### config.mk
export PLATFORM = sky130hd
export DESIGN_NAME = insn_aligner
export DESIGN_NICKNAME = d
export VERILOG_FILES = /design/src/rtl/insn_aligner_pkg.sv /design/src/rtl/insn_aligner.sv
export SDC_FILE = /design/constraint.sdc
export NUM_CORES = 1
export LEC_CHECK = 0
export CAP_MARGIN = 5
export CORE_UTILIZATION = 56
export CTS_BUF_LIST = sky130_fd_sc_hd__clkbuf_8 sky130_fd_sc_hd__clkbuf_16
export CTS_CLUSTER_DIAMETER = 60
export DETAILED_ROUTE_END_ITERATION = 8
export PLACE_DENSITY_LB_ADDON = 0.1
export SLEW_MARGIN = 20
export SYNTH_ARGS = -nofsm -noshare
export SYNTH_HDL_FRONTEND = slang
export SYNTH_SLANG_ARGS = --single-unit
### constraint.sdc
create_clock -name clk -period 8.2 [get_ports clk]
set_clock_uncertainty 0.15 [all_clocks]
set_input_delay 1.23 -clock clk [delete_from_list [all_inputs] [get_ports clk]]
set_output_delay 1.23 -clock clk [all_outputs]
set_load 0.02 [all_outputs]
### src/rtl/insn_aligner_pkg.sv
// Shared types for the fetch-to-decode path: buffer entries, trap info,
// aligner state and the aligned instruction record that decode imports.
package insn_aligner_pkg;

    localparam int ADDR_WIDTH = 32;
    localparam int HALF_WIDTH = 16;
    localparam int INSN_WIDTH = 32;
    localparam int CODE_WIDTH = 4;

    typedef logic [ADDR_WIDTH-1:0] addr_t;

    localparam logic [CODE_WIDTH-1:0] EXCEPTION_CODE_INSN_ACCESS_FAULT = 4'd1;
    localparam logic [CODE_WIDTH-1:0] EXCEPTION_CODE_ILLEGAL_INSN      = 4'd2;

    typedef struct packed {
        addr_t                  pc;
        logic [HALF_WIDTH-1:0]  insn;
        logic                   fault;
        logic                   interruptValid;
        logic [CODE_WIDTH-1:0]  interruptCode;
    } InsnBufferEntry;

    typedef struct packed {
        logic                   valid;
        logic                   isInterrupt;
        logic [CODE_WIDTH-1:0]  code;
        logic [ADDR_WIDTH-1:0]  value;
    } TrapInfo;

    typedef enum logic [0:0] {
        EMPTY = 1'b0,
        HELD  = 1'b1
    } AlignerState;

    typedef struct packed {
        addr_t                  pc;
        logic [INSN_WIDTH-1:0]  insn;
        logic                   compressed;
        TrapInfo                trap;
    } AlignedInsn;

    // Any halfword whose two low bits are not 2'b11 is a complete RVC instruction.
    function automatic logic is_compressed(input logic [HALF_WIDTH-1:0] half);
        return half[1:0] != 2'b11;
    endfunction

endpackage

### src/rtl/insn_aligner.sv
// Instruction aligner: turns the 16-bit halfword stream from the instruction
// buffer into whole instructions (RVC or 32-bit) with a registered output
// to decode, carrying pc, compressed flag and fetch-fault/interrupt traps.
//
// Build option RAFI_ALIGNER_RVC_EN: when defined, compressed halfwords are
// emitted as instructions; when undefined they raise an illegal-instruction
// trap. Upper halves of 32-bit instructions are never classified.
//
// state | meaning
// EMPTY | no halfword held; next accepted entry starts an instruction
// HELD  | low half of a 32-bit instruction held, waiting for pc+2
module insn_aligner
    import insn_aligner_pkg::*;
(
    input  logic                  clk,
    input  logic                  rstN,
    input  logic                  flush,
    input  logic                  inValid,
    output logic                  inReady,
    input  InsnBufferEntry        inEntry,
    output logic                  outValid,
    input  logic                  outReady,
    output addr_t                 outPc,
    output logic [INSN_WIDTH-1:0] outInsn,
    output logic                  outCompressed,
    output TrapInfo               outTrap
);

    AlignerState           state_q, state_d;
    addr_t                 held_pc_q, held_pc_d;
    logic [HALF_WIDTH-1:0] held_insn_q, held_insn_d;
    AlignedInsn            out_q, out_d;
    logic                  out_valid_q, out_valid_d;

    logic  in_fire;
    addr_t held_pc_next;

    // Accept only when the output slot is free or being drained this cycle.
    assign inReady      = !flush && (!out_valid_q || outReady);
    assign in_fire      = inValid && inReady;
    assign held_pc_next = held_pc_q + addr_t'(2);

    // Next-state and next-output selection; flush overrides everything.
    always_comb begin
        state_d     = state_q;
        held_pc_d   = held_pc_q;
        held_insn_d = held_insn_q;
        out_d       = out_q;
        out_valid_d = out_valid_q && !outReady;

        if (flush) begin
            state_d     = EMPTY;
            out_valid_d = 1'b0;
        end else if (in_fire) begin
            if (state_q == HELD && inEntry.interruptValid) begin
                // Interrupt is reported at the pc of the abandoned instruction.
                out_d                  = '0;
                out_d.pc               = held_pc_q;
                out_d.trap.valid       = 1'b1;
                out_d.trap.isInterrupt = 1'b1;
                out_d.trap.code        = inEntry.interruptCode;
                out_valid_d            = 1'b1;
                state_d                = EMPTY;
            end else if (state_q == HELD && inEntry.pc == held_pc_next) begin
                out_d       = '0;
                out_d.pc    = held_pc_q;
                out_valid_d = 1'b1;
                state_d     = EMPTY;
                if (inEntry.fault) begin
                    // Fault address is the upper half that failed to fetch.
                    out_d.trap.valid = 1'b1;
                    out_d.trap.code  = EXCEPTION_CODE_INSN_ACCESS_FAULT;
                    out_d.trap.value = held_pc_next;
                end else begin
                    out_d.insn = {inEntry.insn, held_insn_q};
                end
            end else begin
                // EMPTY, or a discontinuity in HELD: the held half is dropped
                // and this entry starts a fresh instruction.
                state_d = EMPTY;
                out_d   = '0;
                out_d.pc = inEntry.pc;
                if (inEntry.interruptValid) begin
                    out_d.trap.valid       = 1'b1;
                    out_d.trap.isInterrupt = 1'b1;
                    out_d.trap.code        = inEntry.interruptCode;
                    out_valid_d            = 1'b1;
                end else if (inEntry.fault) begin
                    out_d.trap.valid = 1'b1;
                    out_d.trap.code  = EXCEPTION_CODE_INSN_ACCESS_FAULT;
                    out_d.trap.value = inEntry.pc;
                    out_valid_d      = 1'b1;
                end else if (is_compressed(inEntry.insn)) begin
`ifdef RAFI_ALIGNER_RVC_EN
                    out_d.insn       = {{(INSN_WIDTH-HALF_WIDTH){1'b0}}, inEntry.insn};
                    out_d.compressed = 1'b1;
`else
                    out_d.trap.valid = 1'b1;
                    out_d.trap.code  = EXCEPTION_CODE_ILLEGAL_INSN;
                    out_d.trap.value = {{(ADDR_WIDTH-HALF_WIDTH){1'b0}}, inEntry.insn};
`endif
                    out_valid_d = 1'b1;
                end else begin
                    // Low half of a 32-bit instruction; restore the previous
                    // output contents since nothing is emitted.
                    out_d       = out_q;
                    held_pc_d   = inEntry.pc;
                    held_insn_d = inEntry.insn;
                    state_d     = HELD;
                end
            end
        end
    end

    // State, held halfword and output register.
    always_ff @(posedge clk or negedge rstN) begin
        if (!rstN) begin
            state_q     <= EMPTY;
            held_pc_q   <= '0;
            held_insn_q <= '0;
            out_q       <= '0;
            out_valid_q <= 1'b0;
        end else begin
            state_q     <= state_d;
            held_pc_q   <= held_pc_d;
            held_insn_q <= held_insn_d;
            out_q       <= out_d;
            out_valid_q <= out_valid_d;
        end
    end

    assign outValid      = out_valid_q;
    assign outPc         = out_q.pc;
    assign outInsn       = out_q.insn;
    assign outCompressed = out_q.compressed;
    assign outTrap       = out_q.trap;

endmodule
# Word-level counts from Yosys, hierarchy flattened
# Cells that the tools add are included.
# totals
reg_bits	153
latchBits	0
ramBits	0
rom_bits	0
in_bits	59
output_inout_bits	105
wordCells	63
memories	0
# classes
n_addsub	1
n_mul	0
div_mod_pow	0
order_cmp	0
n_eq_ne	2
shift	0
mux	30
bitwise	6
n_reduce_logical	13
# ops
op	n
103-bit two-way mux	2
65-bit two-way mux	3
36-bit two-way mux	2
32-bit two-way mux	2
33-bit two-way mux	1
32-bit by 2-bit adder with 32-bit output, second input constant	1
32-bit == test	1
1-bit two-way mux	19
7-bit AND reduction	1
6-bit two-way mux	1
1-bit inverter	6
1-bit logical AND	5
5-bit nonzero test	1
1-bit zero test	3
3-bit AND reduction	1
2-bit inequality test, second input constant	1
2-bit nonzero test	1
1-bit logical OR	1

# Logic depth before layout (Yosys ltp)
# Gate-level depths: netlist of the first run.
# depth
ltp_word	9
mapped_depth	12
ltp_nobuf	9

# Worst setup path after synthesis of the first run
# Ideal clock, no wire load.
# synth_timing
path_kind	input to register
start	input inEntry[30] (netlist name)
end	register held_pc_q[24]
setup_time_ns	0.128
arrival_ns	3.452
t_required_ns	7.922
setup_slack_ns	4.470
cell_stages	9
n_path_buf	2
path_cell_list	or4_1 > a211oi_1 > nor2_1 > a2111oi_4 > nand4b_4 > nand3_2 > buf_6 > buf_6 > mux2_1
# synth_between
elab_chain_cells	4
# synth_lines
item	line	rtl
start: declaration	insn_aligner.sv:20	input InsnBufferEntry inEntry,
32-bit == test	insn_aligner.sv:64	end else if (state_q == HELD && inEntry.pc == held_pc_next) begin
1-bit logical AND	insn_aligner.sv:64	
1-bit inverter (no line)	-	
7-bit AND reduction (no line)	-	
end signal: assignment	insn_aligner.sv:125	held_pc_q <= held_pc_d;
end: declaration	insn_aligner.sv:30	addr_t held_pc_q, held_pc_d;
# Every way passes these cells.
# A chain may end at the register's enable or synchronous reset.

# Worst setup path in the final report of the first run
# layout_timing
start	register held_pc_q[4]
end	register out_q, in the netlist outTrap[32]
# layout_between
elab_chain_cells	5
elab_cells_between_ends	7
classes_between	add/sub: 1; eq/ne: 1; mux: 2; reduce/logical: 3
# layout_lines
item	line	rtl
32-bit by 2-bit adder with 32-bit output *	insn_aligner.sv:41	assign held_pc_next = held_pc_q + addr_t'(2);
32-bit == test *	insn_aligner.sv:64	
1-bit logical AND *	insn_aligner.sv:64	
5-bit nonzero test (no line) or 103-bit two-way mux (tied branches)	-	
3-bit AND reduction (no line) or 103-bit two-way mux (tied branches)	-	
end signal: assignment	insn_aligner.sv:127	out_q <= out_d;
end: declaration	insn_aligner.sv:32	AlignedInsn out_q, out_d;
# Mark *: on every way between the ends. The rest lies on a longest branch, timed or not.

==> results of run 1 <==
-- registers in the layout (all words and copies together), names as in the netlist --
name         flops
outTrap         38
state_q          1
held_insn_q     16
outInsn         32
outValid         1
outPc           32
held_pc_q       32
-- layer usage --
layer,part of all wire [%],vias to the layer above,wire length [um],track usage (%)
met5,0,-,0,0
met2,48,255,10600,48.9
met3,5.9,40,1310,5.69
met4,2.0,0,437,10.6
met1,45,3219,9880,44.0
li1,-,2847,-,-
-- metrics by stage --
stage,power (uW),hold slack (ns),utilization (%)
after CTS,2260,0.321,73.5
after detailed placement,1450,0.303,69.2
after global routing,2340,0.358,73.6
after floorplan,1230,0.286,-
final,2250,0.322,73.6
after global placement,1440,0.305,69.2
-- placed cells by master, fill, tap and decap left out, types with 10 or more instances in the layout --
| cell type | count |
|---|---|
| xor2_1 | 16 |
| nor3b_1 | 17 |
| nand4_1 | 12 |
| nor3_1 | 25 |
| clkbuf_16 | 17 |
| nor2_1 | 17 |
| xnor2_1 | 33 |
| nand3_1 | 11 |
| a22o_1 | 49 |
| inv_1 | 11 |
| a21o_1 | 34 |
| a211o_1 | 14 |
| mux2_2 | 44 |
| dfrtp_1 | 152 |
| mux2i_1 | 19 |
| o21ai_0 | 10 |
| nand2_1 | 19 |
| clkdlybuf4s50_1 | 161 |
| o221a_2 | 32 |
-- kinds of logic after synthesis --
kind of cell	synth area share, %
AO/OA/AOI/OAI	18.9
AND/OR/NAND/NOR	13.1
adder cells (fa/ha/maj)	0.157
buffers and inverters	4.03
flip-flops	47.8
multiplexers	9.61
other	0.0472
XOR/XNOR	6.28
-- worst paths after layout --
kind / end / from
worst min register to register: held_insn_q[0] / held_insn_q[0]
worst max register to register: outTrap[32] / held_pc_q[4]
min in group asynchronous: outInsn[1] / rstN
worst min-delay path: held_insn_q[0] / held_insn_q[0]
max in group asynchronous: outTrap[9] / rstN
worst max-delay path: outTrap[32] / held_pc_q[4]
-- critical path, delay by kind of cell, from the launching register on --
family	cells	cell delay [ns]
buffers and inverters	1	0.39
AND/OR/NAND/NOR	5	2.39
multiplexers	1	0.36
flip-flops	1	0.53
XOR/XNOR	1	0.21
AO/OA/AOI/OAI	1	0.83
-- report_power, final --
part           total (uW)  switching, uW  internal (uW)  leakage, uW
Clock                 807            327            480     0.000297
Combinational         495            239            256      0.00208
Sequential            952            108            844      0.00194
-- synth_stat cells, drive strengths merged (6+ instances only) --
cell / number
nand3: 13
nand2b: 8
nor4: 12
mux2: 51
or4: 6
o221a: 32
a22o: 49
a211o: 14
nor3: 25
nand4: 14
a21oi: 7
dfrtp: 152
mux2i: 19
nand2: 19
xnor2: 33
nor2: 17
inv: 10
clkbuf: 25
nor3b: 18
buf: 31
o21ai: 12
a21o: 34
xor2: 16
-- cell type report --
type / instances / area, sq um
tap: 180 / 225
multi-input combinational: 459 / 3860
clock buffer: 17 / 425
inverter: 10 / 37.5
fill: 962 / 3670
timing repair buffer: 171 / 1690
clock inverter: 14 / 175
sequential: 152 / 3800
==> results.yml, run 1 <==
cts:
  clock_sinks: 152
  clock-root-buffer: "clkbuf_16"
  cts-resized-gates: 0
  holdBufCountCts: 0
  cts_tree: "yes"
  cts_setup_buffers: 0
  clock_latency_ns: 0.42
  cts_made_buffers: 17
  cts_max_level: 4
  clk_path_buf_depth: 2
  path_clk_slew_ns: 0.06
sta:
  max_freq_ghz: 0.200
  slew_headroom_pct: 32.9
  fin_crit_ns: 5.01
  setup_viol: 0
  finalCritPeriodShare_pct: 61.0
  drv_slew: 0
  rsz0062_at_grt: "false"
  setup_tns_ns: 0
  tightest_slew_ns: 1.00
  setup_slack_ns: 3.19
  final-hold-violation-count: 0
power:
  power_density_mw_per_mm2: 221
  power.leakage_uw: 0.00432
  ir_drop_mv: 0.128
grt:
  grt_pass1_vias: 6316
  antenna_found_initial: 0
  grt_max_degree: 84
  grt.overflow.total: 0
  grt_pass1_wl_um: 34900
  grt_usage_pct: 31.3
logic_synthesis:
  netlist_area_sq_mm: 0.00795
  ys_types: 65
  syn_area_per_cell_sq_um: 11.7
  synth-async-reset-ratio_pct: 100
  yosysSeqAreaShare_pct: 47.8
  synth_top_area_cell: "dfrtp_1"
  synth_ff_type: "dfrtp_1"
  synthCells: 677
  ys_warn_count: 0
  synth_area_leaders: "dfrtp_1, mux2_2, a22o_1"
  synth-edff-count: 0
  yosys_register_bits: 152
  yosys.area.top_type_share_pct: 47.8
  syn-num-nets: 737
worst_hold_path:
  min_path_cells: 1
  min_path_type: "flop to flop"
cells_and_area:
  finalInstanceArea_sq_mm: 0.0102
  drive_above_1_share_pct: 16.4
  antenna_cells: 0
  fin_cells: 1003
  final_nets: 871
  area.growth.synth_to_final_pct: 28.5
placed_design:
  placed_cells: 972
  hpwl_um: 15200
  portBuffers: 162
  place_area_sq_mm: 0.00961
  dp_slack_ns: 2.82
  place_congestion: 0.887
detailed_routing:
  route.detailed.drc: 0
  routed_wl_um: 22200
  first_pass_iters: 5
  antenna_left: 0
  avgRoutedWirePerCell_um: 22.1
  drtIter0Drc: 485
  viasPerCell: 6.34
  vias: 6361
die:
  start_util_pct: 57.3
  chipWidth_um: 121
  ios: 164
  core_sq_mm: 0.0139
  fp-row-count: 43
  die-area_sq_mm: 0.0147
  dieHeight_um: 121
worst_setup_path:
  end_kind: "flop"
  worst-path-max-fanout: 19
  criticalPathCategory: "flop to flop"
  cp-start-kind: "flop"
  cp_slowest_stage_delay_ns: 0.83
  path_cells: "nand4_1, or4_1, nor4_2, xnor2_1, and4bb_1, nand4b_4, a21oi_2, buf_4, mux2_2"
  rrSetupSlack_ns: 3.19
  r2r_cells: 9
  critPathSlowestCell: "a21oi_2"
  worstPathRequired_ns: 8.35
  critPathArrivalTime_ns: 5.16
status:
  status: "finished clean"
job:
  maxCapViolCount: 0
(Power assumes the default switching activity.)
==> run 2, diff against run 1 <==
--- a/config.mk
+++ b/config.mk
@@ -6,7 +6,7 @@
 export NUM_CORES = 1
 export LEC_CHECK = 0
 export CAP_MARGIN = 5
-export CORE_UTILIZATION = 56
+export CORE_UTILIZATION = 52
 export CTS_BUF_LIST = sky130_fd_sc_hd__clkbuf_8 sky130_fd_sc_hd__clkbuf_16
 export CTS_CLUSTER_DIAMETER = 60
 export DETAILED_ROUTE_END_ITERATION = 8
==> constraint.sdc (replaced) <==
create_clock -name clk -period 4.9 [get_ports clk]
set_clock_uncertainty 0.15 [all_clocks]
set_input_delay 0.735 -clock clk [delete_from_list [all_inputs] [get_ports clk]]
set_output_delay 0.735 -clock clk [all_outputs]
set_load 0.02 [all_outputs]
==> run 2 against run 1 <==
- design area increased by 0.53%
- the run now ends with design-rule violations left
- via count shrank 0.58%
- clock-buffer cell count grew 1
- core utilization down 3.7 points
==> results.yml, run 2 (synthesized netlist as in run 1, its figures left out) <==
cells_and_area:
  antenna_cells: 0
  layout_commonest_cell: "clkdlybuf4s50_1"
  area.growth.synth_to_final_pct: 29.1
  drive_above_1_share_pct: 17.2
  final_nets: 879
  fillCellCount: 1071
  largest_register_ffs: 38
  most-common-layout-cells: "clkdlybuf4s50_1, dfrtp_1, a22o_1, mux2_2, a21o_1"
worst_setup_path:
  cp-start-kind: "flop"
  worst-path-max-fanout: 37
  criticalPathCategory: "flop to flop"
  rrSetupSlack_ns: 0.54
  r2r_start: "held_pc_q[1]"
  critPathArrivalTime_ns: 4.51
  end_kind: "flop"
  cp_slowest_stage_delay_ns: 0.62
  r2r_cells: 9
  r2r-end: "held_pc_q[1]"
  crit_top_cell: "nand4_1"
  worstPathRequired_ns: 5.05
  critPathSlowestCell: "nor4_4"
  path_cells: "ha_1, nand4_1, nor4_4, nand4_1, a2111oi_4, nand4b_4, nand3_2, buf_12, mux2_2"
placed_design:
  portBuffers: 162
  place_congestion: 0.930
  dp_slack_ns: 0.538
  hpwl_um: 15200
status:
  status: "finished, violations left"
  violations: "design-rule violations"
die:
  start_util_pct: 54.1
  chipWidth_um: 126
  ios: 164
  dieHeight_um: 126
  fp-row-count: 44
  die-area_sq_mm: 0.0158
  core_sq_mm: 0.0147
cts:
  clock_latency_ns: 0.42
  cts_max_level: 4
  cts_tree: "yes"
  clock-root-buffer: "clkbuf_16"
  clk_path_buf_depth: 2
  path_clk_slew_ns: 0.06
  cts_setup_buffers: 0
  cts_made_buffers: 17
  cts-resized-gates: 0
  holdBufCountCts: 0
  clock_sinks: 152
sta:
  slew_headroom_pct: 33.5
  tightest_slew_ns: 0.997
  setup_tns_ns: 0
  finalCritPeriodShare_pct: 89.1
  rsz0062_at_grt: "false"
  fin_crit_ns: 4.36
  drv_slew: 0
  max_freq_ghz: 0.229
  final-hold-violation-count: 0
  setup_slack_ns: 0.536
  setup_viol: 0
grt:
  antenna_found_initial: 0
  grt_max_degree: 120
  grt_pass1_wl_um: 35200
  grt-busiest-layer: "met2"
  grt.overflow.total: 0
  grtUsageMet2_pct: 45.4
  grt_use_met1_pct: 39.1
  grt_usage_pct: 28.7
  grtUsageMet3_pct: 5.31
  grt_pass1_vias: 6381
detailed_routing:
  route.detailed.drc: 15
  vias: 6324
  avgRoutedWirePerCell_um: 21.8
  drtIter0Drc: 505
  first_pass_iters: 7
  viasPerCell: 6.23
  antenna_left: 0
  routed_wl_um: 22100
power:
  power_density_mw_per_mm2: 361
  ir_drop_mv: 0.214
  power.leakage_uw: 0.00435
job:
  maxCapViolCount: 0
worst_hold_path:
  min_path_type: "primary input to async pin"
==> run 2: worst max path at each step <==
stage | startpoint | depth (start not counted) | slack [ns] | endpoint
finish | held_pc_q[1] | 9 | 0.54 | held_pc_q[1]
detailed placement | inEntry[51] | 10 | 0.54 | held_pc_q[27]
floorplan | inEntry[30] | 9 | 1.67 | held_pc_q[24]
global placement | inEntry[30] | 9 | 0.59 | held_pc_q[27]
global route | held_pc_q[1] | 9 | 0.31 | held_pc_q[1]
CTS | held_pc_q[1] | 9 | 0.58 | held_pc_q[1]
==> run 2: cell type report <==
class	instances	area, sq um	share of cell area, %
Multi-Input combinational cell	459	3850	37.5
Sequential cell	152	3800	37.0
Timing Repair Buffer	179	1780	17.3
Clock buffer	18	439	4.28
Tap cell	184	230	2.24
Clock inverter	13	130	1.27
Inverter	10	37.5	0.366
==> run 2: critical path, delay by kind of cell (launching register included) <==
family / cells / cell delay (ns)
AOI/OAI and AO/OA: 1 / 0.53
adders and majority gates: 1 / 0.27
buffers and inverters: 1 / 0.29
DFF: 1 / 0.49
muxes: 1 / 0.37
and+or+nand+nor: 5 / 2.12
==> run 2: per-stage QoR <==
step                total power (uW)  cells  util (%)  cell area [sq um]  hold WS [ns]
finish                          3700   1015      69.9              10300         0.245
global route                    3850   1015      69.9              10300         0.345
CTS                             3720   1015      69.8              10300         0.321
detailed placement              2440    984      65.9               9690         0.303
global placement                2410    984      65.9               9690         0.303
floorplan                       2060    677         -               7950         0.286
==> run 2: power breakdown <==
part	switching (uW)	total, uW	internal [uW]	leakage [uW]
Combinational	401	833	432	0.00213
Clock	522	1280	757	0.000283
Sequential	178	1590	1410	0.00194
Total	1100	3700	2600	0.00435
==> run 2: per-layer routing <==
metal  wire length [um]  share of wire (%)
met5                  0                  0
met3               1290                5.8
met4                531                2.4
met2              10400                 47
met1               9930                 45
==> run 3, diff against run 2 <==
--- a/config.mk
+++ b/config.mk
@@ -10,7 +10,8 @@
 export CTS_BUF_LIST = sky130_fd_sc_hd__clkbuf_8 sky130_fd_sc_hd__clkbuf_16
 export CTS_CLUSTER_DIAMETER = 60
 export DETAILED_ROUTE_END_ITERATION = 8
-export PLACE_DENSITY_LB_ADDON = 0.1
+export PLACE_DENSITY = 0.81
+export SETUP_SLACK_MARGIN = 0.5
 export SLEW_MARGIN = 20
 export SYNTH_ARGS = -nofsm -noshare
 export SYNTH_HDL_FRONTEND = slang
==> run 3 against run 2 <==
- sequential power barely moved
- maximum frequency increased by 4.8%
- the run still ends with design-rule violations left
- register-to-register slack better by 0.20 ns
==> results.yml, run 3 (synthesized netlist as in run 1, its figures left out) <==
status:
  status: "finished, violations left"
  violations: "design-rule violations"
worst_setup_path:
  end_kind: "flop"
  worst-path-max-fanout: 19
  cp_num_buf_inv: 1
  path_cells: "ha_1, nand4_1, nor4_1, a211oi_1, o32ai_1, a21o_1, nand4b_4, nand3_2, buf_12, mux2_1"
  worstPathRequired_ns: 5.06
  critPathArrivalTime_ns: 4.33
  cp-start-kind: "flop"
  cpLargestDelayFamily: "simple AND/OR/NAND/NOR gates"
  critPathSlowestCell: "nor4_1"
  r2r_cells: 10
  criticalPathCategory: "flop to flop"
  rrSetupSlack_ns: 0.73
  r2r-end: "held_pc_q[23]"
  r2r_start: "held_pc_q[1]"
  cp_slowest_stage_delay_ns: 0.65
sta:
  rsz0062_at_grt: "false"
  drv_slew: 0
  final-hold-violation-count: 0
  max_freq_ghz: 0.240
  finalCritPeriodShare_pct: 85.0
  hold_slack_ns: 0.190
  tightest_slew_ns: 0.735
  setup_slack_ns: 0.734
  setup_viol: 0
  fin_crit_ns: 4.17
  slew_headroom_pct: 51.0
  setup_tns_ns: 0
detailed_routing:
  first_pass_iters: 9
  drtIter0Drc: 424
  routed_wl_um: 21400
  route.detailed.drc: 15
  viasPerCell: 6.31
  vias: 6399
  avgRoutedWirePerCell_um: 21.1
  antenna_left: 0
cells_and_area:
  largest_register_ffs: 38
  antenna_cells: 0
  area.growth.synth_to_final_pct: 29.3
  layout_commonest_cell: "clkdlybuf4s50_1"
  drive_above_1_share_pct: 17.3
  most-common-layout-cells: "clkdlybuf4s50_1, dfrtp_1, a22o_1, mux2_2, a21o_1"
  final_nets: 877
cts:
  cts_max_level: 4
  clk_path_buf_depth: 2
  clock-root-buffer: "clkbuf_16"
  cts-resized-gates: 0
  cts_tree: "yes"
  cts_setup_buffers: 0
  holdBufCountCts: 0
  clock_sinks: 152
  cts_made_buffers: 17
  clock_latency_ns: 0.43
  path_clk_slew_ns: 0.07
placed_design:
  portBuffers: 162
  dp_slack_ns: 0.677
  place_congestion: 0.930
  hpwl_um: 15100
grt:
  grt_pass1_vias: 6398
  antenna_found_initial: 0
  grt_pass1_wl_um: 34700
  grt_usage_pct: 28.0
  grt_max_degree: 80
  grt.overflow.total: 0
die:
  die-area_sq_mm: 0.0158
  chipWidth_um: 126
  fp-row-count: 44
  ios: 164
  core_sq_mm: 0.0147
  start_util_pct: 54.1
  dieHeight_um: 126
job:
  maxCapViolCount: 0
power:
  intPower_uw: 2570
  p_switching_uw: 1140
  p_seq_share_pct: 42.9
  switching_share_pct: 30.8
  ir_drop_mv: 0.238
  power.leakage_uw: 0.00434
  comb_power_share_pct: 22.4
  pwr-share-clk_pct: 34.7
  power_density_mw_per_mm2: 361
worst_hold_path:
  min_path_type: "primary input to async pin"
run 3: cell count changes in the layout (fill, tap and decap cells not counted), sizes merged:
| cell | delta |
|---|---|
| buf | -1 |
| bufinv | -1 |
| clkbuf | -1 |
| clkinv | -2 |
| clkinvlp | +2 |
| inv | +2 |
run 3: power groups by stage:
| stage | Combinational [uW] | Sequential, uW | Clock (uW) |
|---|---|---|---|
| 2_1_floorplan | 437 | 1630 | 0 |
| 3_3_place_gp | 805 | 1600 | 0 |
| 3_5_place_dp | 824 | 1610 | 0 |
| 4_1_cts | 830 | 1590 | 1300 |
| 5_1_grt | 881 | 1610 | 1360 |
| 6_report | 829 | 1590 | 1290 |
run 3: final cells by class:
cell class,instances,area [sq um]
Fill cell,1037,4420
Clock inverter,14,141
Sequential cell,152,3800
Tap cell,184,230
Clock buffer,18,439
Timing Repair Buffer,177,1770
Inverter,10,37.5
Multi-Input combinational cell,459,3850
run 3: metrics by stage:
stage	util [%]	total power, uW	cells	area, sq um
6_report	69.9	3710	1014	10300
4_1_cts	69.9	3720	1014	10300
5_1_grt	69.9	3850	1014	10300
3_5_place_dp	65.9	2430	982	9690
2_1_floorplan	-	2060	677	7950
3_3_place_gp	65.9	2410	982	9690
run 3: worst max path at each step:
stage	cells past startpoint	endpoint	from	slack (ns)
finish	10	held_pc_q[23]	held_pc_q[1]	0.73
global route	10	held_pc_q[23]	held_pc_q[1]	0.54
CTS	10	held_pc_q[23]	held_pc_q[1]	0.86
detailed placement	9	held_pc_q[28]	inEntry[30]	0.68
global placement	9	held_pc_q[27]	inEntry[30]	0.77
floorplan	9	held_pc_q[24]	inEntry[30]	1.67
run 3: layer usage:
metal / up-vias / wire (um) / share of wire (%) / global-route usage (%)
li1: 2864 / - / - / -
met1: 3247 / 9150 / 43 / 36.6
met2: 256 / 10500 / 49 / 46.3
met3: 32 / 1380 / 6.5 / 6.12
met4: 0 / 342 / 1.6 / 8.97
met5: - / 0 / 0 / 0
